===== config.mk =====
export PLATFORM = sky130hd
export DESIGN_NAME = rptr_empty
export DESIGN_NICKNAME = d
export VERILOG_FILES = /design/src/rtl/fifo_pkg.sv /design/src/rtl/ptr_sync.sv /design/src/rtl/rptr_empty.sv
export SDC_FILE = /design/constraint.sdc
export NUM_CORES = 1
export LEC_CHECK = 0
export ABC_CLOCK_PERIOD_IN_PS = 3000
export BUFFER_PORTS_ARGS = -buffer_cell sky130_fd_sc_hd__buf_2
export CAP_MARGIN = 10
export CORE_MARGIN = 4
export CORE_UTILIZATION = 45
export CTS_BUF_LIST = sky130_fd_sc_hd__clkbuf_8 sky130_fd_sc_hd__clkbuf_16
export CTS_CLUSTER_DIAMETER = 80
export CTS_CLUSTER_SIZE = 12
export DETAILED_ROUTE_END_ITERATION = 8
export HOLD_SLACK_MARGIN = 0.02
export PLACE_DENSITY_LB_ADDON = 0.25
export SYNTH_ARGS = -nofsm -noshare
export SYNTH_HDL_FRONTEND = slang
export SYNTH_SLANG_ARGS = --single-unit

===== constraint.sdc =====
create_clock -name rclk -period 3 [get_ports rclk]
set_input_delay 0.6 -clock rclk [delete_from_list [all_inputs] [get_ports rclk]]
set_output_delay 0.6 -clock rclk [all_outputs]
set_load 0.005 [all_outputs]

===== src/rtl/fifo_pkg.sv =====
// rtl/fifo_pkg.sv - shared FIFO widths, pointer type and Gray-code helpers
//
// Purpose: common definitions for the read-side and write-side pointer blocks.
// The Gray helpers take and return 32-bit values, so they work for any
// pointer width up to 32. Callers zero-extend on the way in and cast the
// result back down to their own width on the way out.
package fifo_pkg;

  localparam int DEF_ADDR_WIDTH = 3;
  localparam int DEF_PTR_WIDTH  = DEF_ADDR_WIDTH + 1;
  localparam int DEF_DEPTH      = 1 << DEF_ADDR_WIDTH;

  typedef logic [DEF_PTR_WIDTH-1:0] ptr_t;

  function automatic logic [31:0] bin2gray(input logic [31:0] b);
    return b ^ (b >> 1);
  endfunction

  // Each output bit is the XOR of all Gray bits at or above it.
  // Doubling shifts build that prefix XOR in log2(32) steps.
  function automatic logic [31:0] gray2bin(input logic [31:0] g);
    logic [31:0] b;
    b = g;
    for (int s = 1; s < 32; s = s * 2) begin
      b = b ^ (b >> s);
    end
    return b;
  endfunction

endpackage


===== src/rtl/ptr_sync.sv =====
// rtl/ptr_sync.sv - multi-flop synchronizer for a Gray pointer
//
// Purpose: carries a Gray-coded pointer into the local clock domain.
// The read and write sides both use this block. The first flop samples d
// directly, with no logic in front of it.
// Ports:
//   clk    in  local clock
//   rst_n  in  asynchronous active-low reset; clears every stage
//   d      in  WIDTH  pointer from the other clock domain
//   q      out WIDTH  synchronized pointer, STAGES edges after d
module ptr_sync #(
  parameter int WIDTH  = 4,
  parameter int STAGES = 2
) (
  input  logic             clk,
  input  logic             rst_n,
  input  logic [WIDTH-1:0] d,
  output logic [WIDTH-1:0] q
);

  logic [WIDTH-1:0] stage [STAGES];

  always_ff @(posedge clk or negedge rst_n) begin
    if (!rst_n) begin
      for (int i = 0; i < STAGES; i++) stage[i] <= '0;
    end else begin
      stage[0] <= d;
      for (int i = 1; i < STAGES; i++) stage[i] <= stage[i-1];
    end
  end

  assign q = stage[STAGES-1];

endmodule


===== src/rtl/rptr_empty.sv =====
// rtl/rptr_empty.sv - async FIFO read pointer, empty/almost-empty, level, underflow
//
// Purpose: read-clock-domain half of the asynchronous FIFO.
// This block:
//   - synchronizes the Gray write pointer from the write domain
//   - advances the binary and Gray read pointers together
//   - registers the empty flag, almost-empty flag and fill level against the pointer value after this edge's pop
//   - holds a sticky underflow flag
// Ports:
//   rclk           in   read clock
//   rrst_n         in   asynchronous active-low reset
//   rinc           in   read request; pops only when not empty
//   gray_wr_ptr    in   Gray write pointer from the write domain
//   rempty         out  registered empty flag
//   ralmost_empty  out  registered, rlevel <= AEMPTY_THRESH
//   r_addr         out  memory read address (low bits of binary read pointer)
//   gray_rd_ptr    out  registered Gray read pointer toward the write domain
//   rlevel         out  registered entry count seen from the read domain
//   rerr_underflow out  sticky; set by a read request while empty
module rptr_empty
  import fifo_pkg::*;
#(
  parameter int RPTR_WIDTH    = 4,
  parameter int WPTR_WIDTH    = 4,
  parameter int ADDR_WIDTH    = 3,
  parameter int SYNC_STAGES   = 2,
  parameter int AEMPTY_THRESH = 1
) (
  input  logic                  rclk,
  input  logic                  rrst_n,
  input  logic                  rinc,
  input  logic [WPTR_WIDTH-1:0] gray_wr_ptr,
  output logic                  rempty,
  output logic                  ralmost_empty,
  output logic [ADDR_WIDTH-1:0] r_addr,
  output logic [RPTR_WIDTH-1:0] gray_rd_ptr,
  output logic [RPTR_WIDTH-1:0] rlevel,
  output logic                  rerr_underflow
);

  localparam logic [RPTR_WIDTH-1:0] AE_THRESH = RPTR_WIDTH'(AEMPTY_THRESH);

  logic [WPTR_WIDTH-1:0] wq_gray;
  logic [RPTR_WIDTH-1:0] bn_rptr;
  logic [RPTR_WIDTH-1:0] bn_next;
  logic [RPTR_WIDTH-1:0] gray_next;
  logic [RPTR_WIDTH-1:0] wq_bin;
  logic [RPTR_WIDTH-1:0] level_next;
  logic                  pop;

  ptr_sync #(
    .WIDTH  (WPTR_WIDTH),
    .STAGES (SYNC_STAGES)
  ) u_wptr_sync (
    .clk   (rclk),
    .rst_n (rrst_n),
    .d     (gray_wr_ptr),
    .q     (wq_gray)
  );

  // Flags and level are compared against the post-pop pointer.
  // Reading the last entry therefore raises rempty on that same edge.
  assign pop        = rinc & ~rempty;
  assign bn_next    = bn_rptr + RPTR_WIDTH'(pop);
  assign gray_next  = RPTR_WIDTH'(bin2gray(32'(bn_next)));
  assign wq_bin     = RPTR_WIDTH'(gray2bin(32'(wq_gray)));
  assign level_next = wq_bin - bn_next;

  always_ff @(posedge rclk or negedge rrst_n) begin
    if (!rrst_n) begin
      bn_rptr        <= '0;
      gray_rd_ptr    <= '0;
      rempty         <= 1'b1;
      ralmost_empty  <= 1'b1;
      rlevel         <= '0;
      rerr_underflow <= 1'b0;
    end else begin
      bn_rptr       <= bn_next;
      gray_rd_ptr   <= gray_next;
      // Full Gray compare, MSB included: equal low bits with a different wrap bit mean full, not empty.
      rempty        <= (gray_next == wq_gray);
      rlevel        <= level_next;
      ralmost_empty <= (level_next <= AE_THRESH);
      if (rinc && rempty) rerr_underflow <= 1'b1;
    end
  end

  assign r_addr = bn_rptr[ADDR_WIDTH-1:0];

endmodule

Word-level counts from Yosys, hierarchy flattened
Index checks and enable logic that the tools add are counted.
{"block": "totals", "register_bits": 23, "input_bits": 7, "out_inout_bits": 14}
{"block": "classes", "n_addsub": 2, "n_lt_le_gt_ge": 1, "n_eq_ne": 1, "bitwise": 8, "n_reduce_logical": 1}
{"operator": "bitwise XOR 4 x 1 -> 4 bit, second input constant", "n": 3}
{"operator": "bitwise XOR 4 x 3 -> 4 bit", "n": 2}
{"operator": "adder 4 x 1 -> 4 bit", "n": 1}
{"operator": "== test 4 bit", "n": 1}
{"operator": "less-or-equal comparator 4 x 1 -> 1 bit, second input constant", "n": 1}
{"operator": "subtractor 4 bit", "n": 1}
{"operator": "bitwise XOR 4 x 2 -> 4 bit", "n": 1}
{"operator": "AND 1 bit", "n": 1}
{"operator": "logical AND 1 bit", "n": 1}
{"operator": "inverter 1 bit", "n": 1}

Logic depth before layout (Yosys ltp)
{"block": "logic_depth", "ltp_word": 7, "mapped_depth": 9, "depth_no_buf": 9}

Hierarchy
A second synthesis with hierarchy kept.
{"block": "unflattened", "hier_cells": 69, "area_unflattened_um2": 938.4}
{"mod": "rptr_empty", "instances": 1, "cells_per_inst": 57, "area_per_inst_um2": 708.2, "seq_area_each_um2": 352.8}
{"mod": "ptr_sync", "instances": 1, "cells_per_inst": 12, "area_per_inst_um2": 230.2, "seq_area_each_um2": 200.2}

Worst setup path before layout
No wires, ideal clock.
{"block": "synth_path", "path_kind": "input port to flip-flop", "from": "input rinc", "to": "register rlevel[2]", "setup_time_ns": 0.127, "arrival_time_ns": 2.382, "path_slack_ns": 0.490, "cell_stages": 9, "path_buffers": 1, "path_cell_list": "nor2b_1 ha_1 ha_1 buf_2 xor2_1 ha_1 a211o_1 and3_1 or2_2"}
{"block": "synth_via", "elab_chain_cells": 3}
{"item": "start, declared", "line_no": "rptr_empty.sv:31", "source": "input logic rinc,"}
{"item": "AND 1 bit", "line_no": "rptr_empty.sv:63", "source": "assign pop = rinc & ~rempty;"}
{"item": "adder 4 x 1 -> 4 bit", "line_no": "rptr_empty.sv:64", "source": "assign bn_next = bn_rptr + RPTR_WIDTH'(pop);"}
{"item": "via bn_next[1]", "line_no": "rptr_empty.sv:45", "source": "logic [RPTR_WIDTH-1:0] bn_next;"}
{"item": "subtractor 4 bit", "line_no": "rptr_empty.sv:67", "source": "assign level_next = wq_bin - bn_next;"}
{"item": "via level_next[2]", "line_no": "rptr_empty.sv:48", "source": "logic [RPTR_WIDTH-1:0] level_next;"}
{"item": "end signal, assigned", "line_no": "rptr_empty.sv:82", "source": "rlevel <= level_next;"}
{"item": "end, declared", "line_no": "rptr_empty.sv:37", "source": "output logic [RPTR_WIDTH-1:0] rlevel,"}
The timed path passes the listed nets, and every way through them passes these cells.
A chain may end at the register's enable or synchronous reset.

Worst setup path in the final report
{"block": "layout_path", "from": "register u_wptr_sync.stage, in the netlist u_wptr_sync.q[3]", "to": "register ralmost_empty"}
{"block": "layout_via", "elab_chain_cells": 7}
{"item": "start, declared", "line_no": "ptr_sync.sv:21", "source": "logic [WIDTH-1:0] stage [STAGES];"}
{"item": "bitwise XOR 4 x 3 -> 4 bit", "line_no": "fifo_pkg.sv:25", "source": "b = b ^ (b >> s);"}
{"item": "bitwise XOR 4 x 2 -> 4 bit", "line_no": "fifo_pkg.sv:25"}
{"item": "bitwise XOR 4 x 1 -> 4 bit (3 in a row)", "line_no": "fifo_pkg.sv:25"}
{"item": "subtractor 4 bit", "line_no": "rptr_empty.sv:67"}
{"item": "less-or-equal comparator 4 x 1 -> 1 bit", "line_no": "rptr_empty.sv:83", "source": "ralmost_empty <= (level_next <= AE_THRESH);"}
{"item": "end signal, assigned", "line_no": "rptr_empty.sv:83"}
{"item": "end, declared", "line_no": "rptr_empty.sv:34", "source": "output logic ralmost_empty,"}
No other way between the ends.

==> out/results.txt <==
outcome: finished clean
TritonCTS Buffers: 3
CTS tree: built
Crit Path Max Fanout: 6
Post-CTS Setup Inserts: 0
Mapped Area: 961 sq um
Post-Syn Area per Cell: 12.8 sq um
Reg clk slew, reported paths: 0.08 ns
register area share after synthesis: 0.576
share of power burned in registers: 0.342
Setup crit start kind: flip-flop
global placement routability congestion: 0.725
Placed Area: 1080 sq um
TNS Setup: 0 ns
Lkg Pwr: 0.535 nW
first-pass GRT wire length: 2.50 mm
Max-Cap Viols: 0
EDFF count, synth: 0
PortBufs: 20
CP Buf/Inv Count: 0
DIE AREA: 2940 sq um
sw power: 0.465 mW
Hold WC Path Type: in2async
n_diodes: 0
Slew Viols, Final: 0
required time of the critical path: 3.15 ns
Peak VDD IR: 0.572 mV
Remaining DRCs: 0
clk_skew: 0.00414 ns
drt via density: 4.72
Pre-antenna DRT Iters: 4
Comb pwr share: 0.457
crit path max-delay cell type: dfrtp_1
r2r startpoint: u_wptr_sync.q[3]
Vert. Die Dim: 54.2 um
Final Cycle Share: 0.847
wire length per cell: 12.1 um
HPWL Detailed: 1.13 mm
H-Tree Depth: 1
most used flip-flop cell after synthesis: dfrtp_1
RSZ-0062 raised after global routing: false
Final min period: 2.54 ns
WS Path Type: reg2reg
placed cells: 120
initial antenna violation count: 0
share of layout cells above drive strength 1: 0.330
Die Wd: 54.2 um
Slew @ Worst Pin: 0.466 ns
vias in the first global route: 589
Post-Syn Instances: 75
worst skew pair latency: 0.26 ns
synth warn: 0
Core ar.: 2000 sq um
PD cells: 1160 nW/um^2
via count: 585
Int Pwr: 0.878 mW
largest net degree at the start of global routing: 23
area share of xor/xnor cells in the synthesized design: 0.154
Final Hold Fails: 0
Synthesized Nets: 86
Max Clk Rate: 393 MHz
clock power share: 0.201
Async SR Flop Fraction: 1.00
post-route ant nets: 0
nets: 109
clock buffer depth: 2
max_slew headroom: 0.689
total grt overflow: 0
R2R depth: 8
DRT iter0 DRCs: 4
Final Non-Filler Cells: 124
CTS resizes: 0
simple-gate portion of the synthesized area: 0.0807
Ports: 21
final WL: 1.50 mm
Layout Area Growth over Synthesis: 20.3%
fin area: 1160 sq um
number of setup violations in the final report: 0
Switching Share: 0.346
All-Layer GR Usage: 0.121
Yosys cell types: 27
critical-path cell list: xor2_2, xnor2_1, xor2_1, ha_1, nor2_1, maj3_2, a211o_1, a2111oi_2
Worst path top cell family by delay: XOR/XNOR gates
Crit Reg-Reg Endpoint: ralmost_empty
CP max stage delay: 0.50 ns
post-synthesis mux area share: 0.0221
CTS Root Cell: clkbuf_8
clk sinks: 22
Adder-Cell Fraction of Synth Area: 0.0742
Worst EP arrival: 2.69 ns
synthesis-stage register bit count: 22
hold_buf cts: 0
row cnt: 16
Initial Util: 0.480
Synth Area in Compound Gates: 0.0716
most frequent cells in the layout: dfrtp_1, buf_2, xnor2_1
CP endpoint kind: flip-flop
main combinational cell family by area after synthesis: XOR/XNOR gates
r2r setup slk: 0.46 ns
synth_stat cells, drive strengths merged (2+ instances only):
library cell,count,area (sq um)
dfrtp,20,500
xnor2,8,70.1
xor2,8,77.6
nand2,5,18.8
ha,4,50.1
nor2,4,15.0
inv,3,11.3
a2111oi,2,23.8
a211o,2,17.5
and2,2,13.8
buf,2,10.0
dfstp,2,52.6
maj3,2,21.3
nor2b,2,12.5
power groups by stage:
stage	combinational [mW]	clock, mW	sequential (mW)
floorplan	0.454	0	0.462
global placement	0.602	0	0.465
detailed placement	0.621	0	0.466
CTS	0.625	0.276	0.461
global route	0.688	0.291	0.474
finish	0.614	0.270	0.459
sequential cells by signal, summed over array words and instances, names as in the netlist:
name and flops:
gray_rd_ptr 3, u_wptr_sync.q 4, rlevel 4, rerr_underflow 1
rempty 1, ralmost_empty 1, bn_rptr 4, u_wptr_sync.stage 4
per-stage QoR:
| step | utilization | power (mW) | hold WS [ns] | setup slack (ns) |
|---|---|---|---|---|
| floorplan | - | 0.916 | 0.304 | 0.490 |
| global placement | 0.542 | 1.07 | 0.333 | 0.355 |
| detailed placement | 0.542 | 1.09 | 0.340 | 0.293 |
| CTS | 0.578 | 1.36 | 0.302 | 0.435 |
| global route | 0.578 | 1.45 | 0.316 | 0.247 |
| finish | 0.578 | 1.34 | 0.284 | 0.458 |
routing by layer:
layer	track usage	part of all wire	vias up
met5	0	0	-
met4	0.0539	0.0067	0
met3	0.0327	0.049	2
met2	0.201	0.46	13
met1	0.145	0.48	279
li1	-	-	291
logic make-up after synthesis:
kind of cell / after synthesis
AOI/OAI and AO/OA: 8
and+or+nand+nor: 16
xor gates and xnor gates: 16
buffers and inverters: 5
DFF: 22
adders and majority gates: 6
muxes: 2
worst max path at each step:
stage / cells past startpoint / start / end
finish: 8 / u_wptr_sync.q[3] / ralmost_empty
global route: 8 / u_wptr_sync.q[3] / ralmost_empty
CTS: 8 / u_wptr_sync.q[3] / ralmost_empty
detailed placement: 9 / rinc / rlevel[2]
global placement: 9 / rinc / rlevel[2]
floorplan: 9 / rinc / rlevel[2]
cell type report:
| type | count | area (sq um) |
|---|---|---|
| Fill cell | 168 | 846 |
| Inverter | 3 | 11.3 |
| Tap cell | 27 | 33.8 |
| Timing Repair Buffer | 20 | 100 |
| Clock inverter | 1 | 30.0 |
| Sequential cell | 22 | 553 |
| Multi-Input combinational cell | 48 | 387 |
| Clock buffer | 3 | 41.3 |
Note: power is estimated with default switching activity, not from simulation.
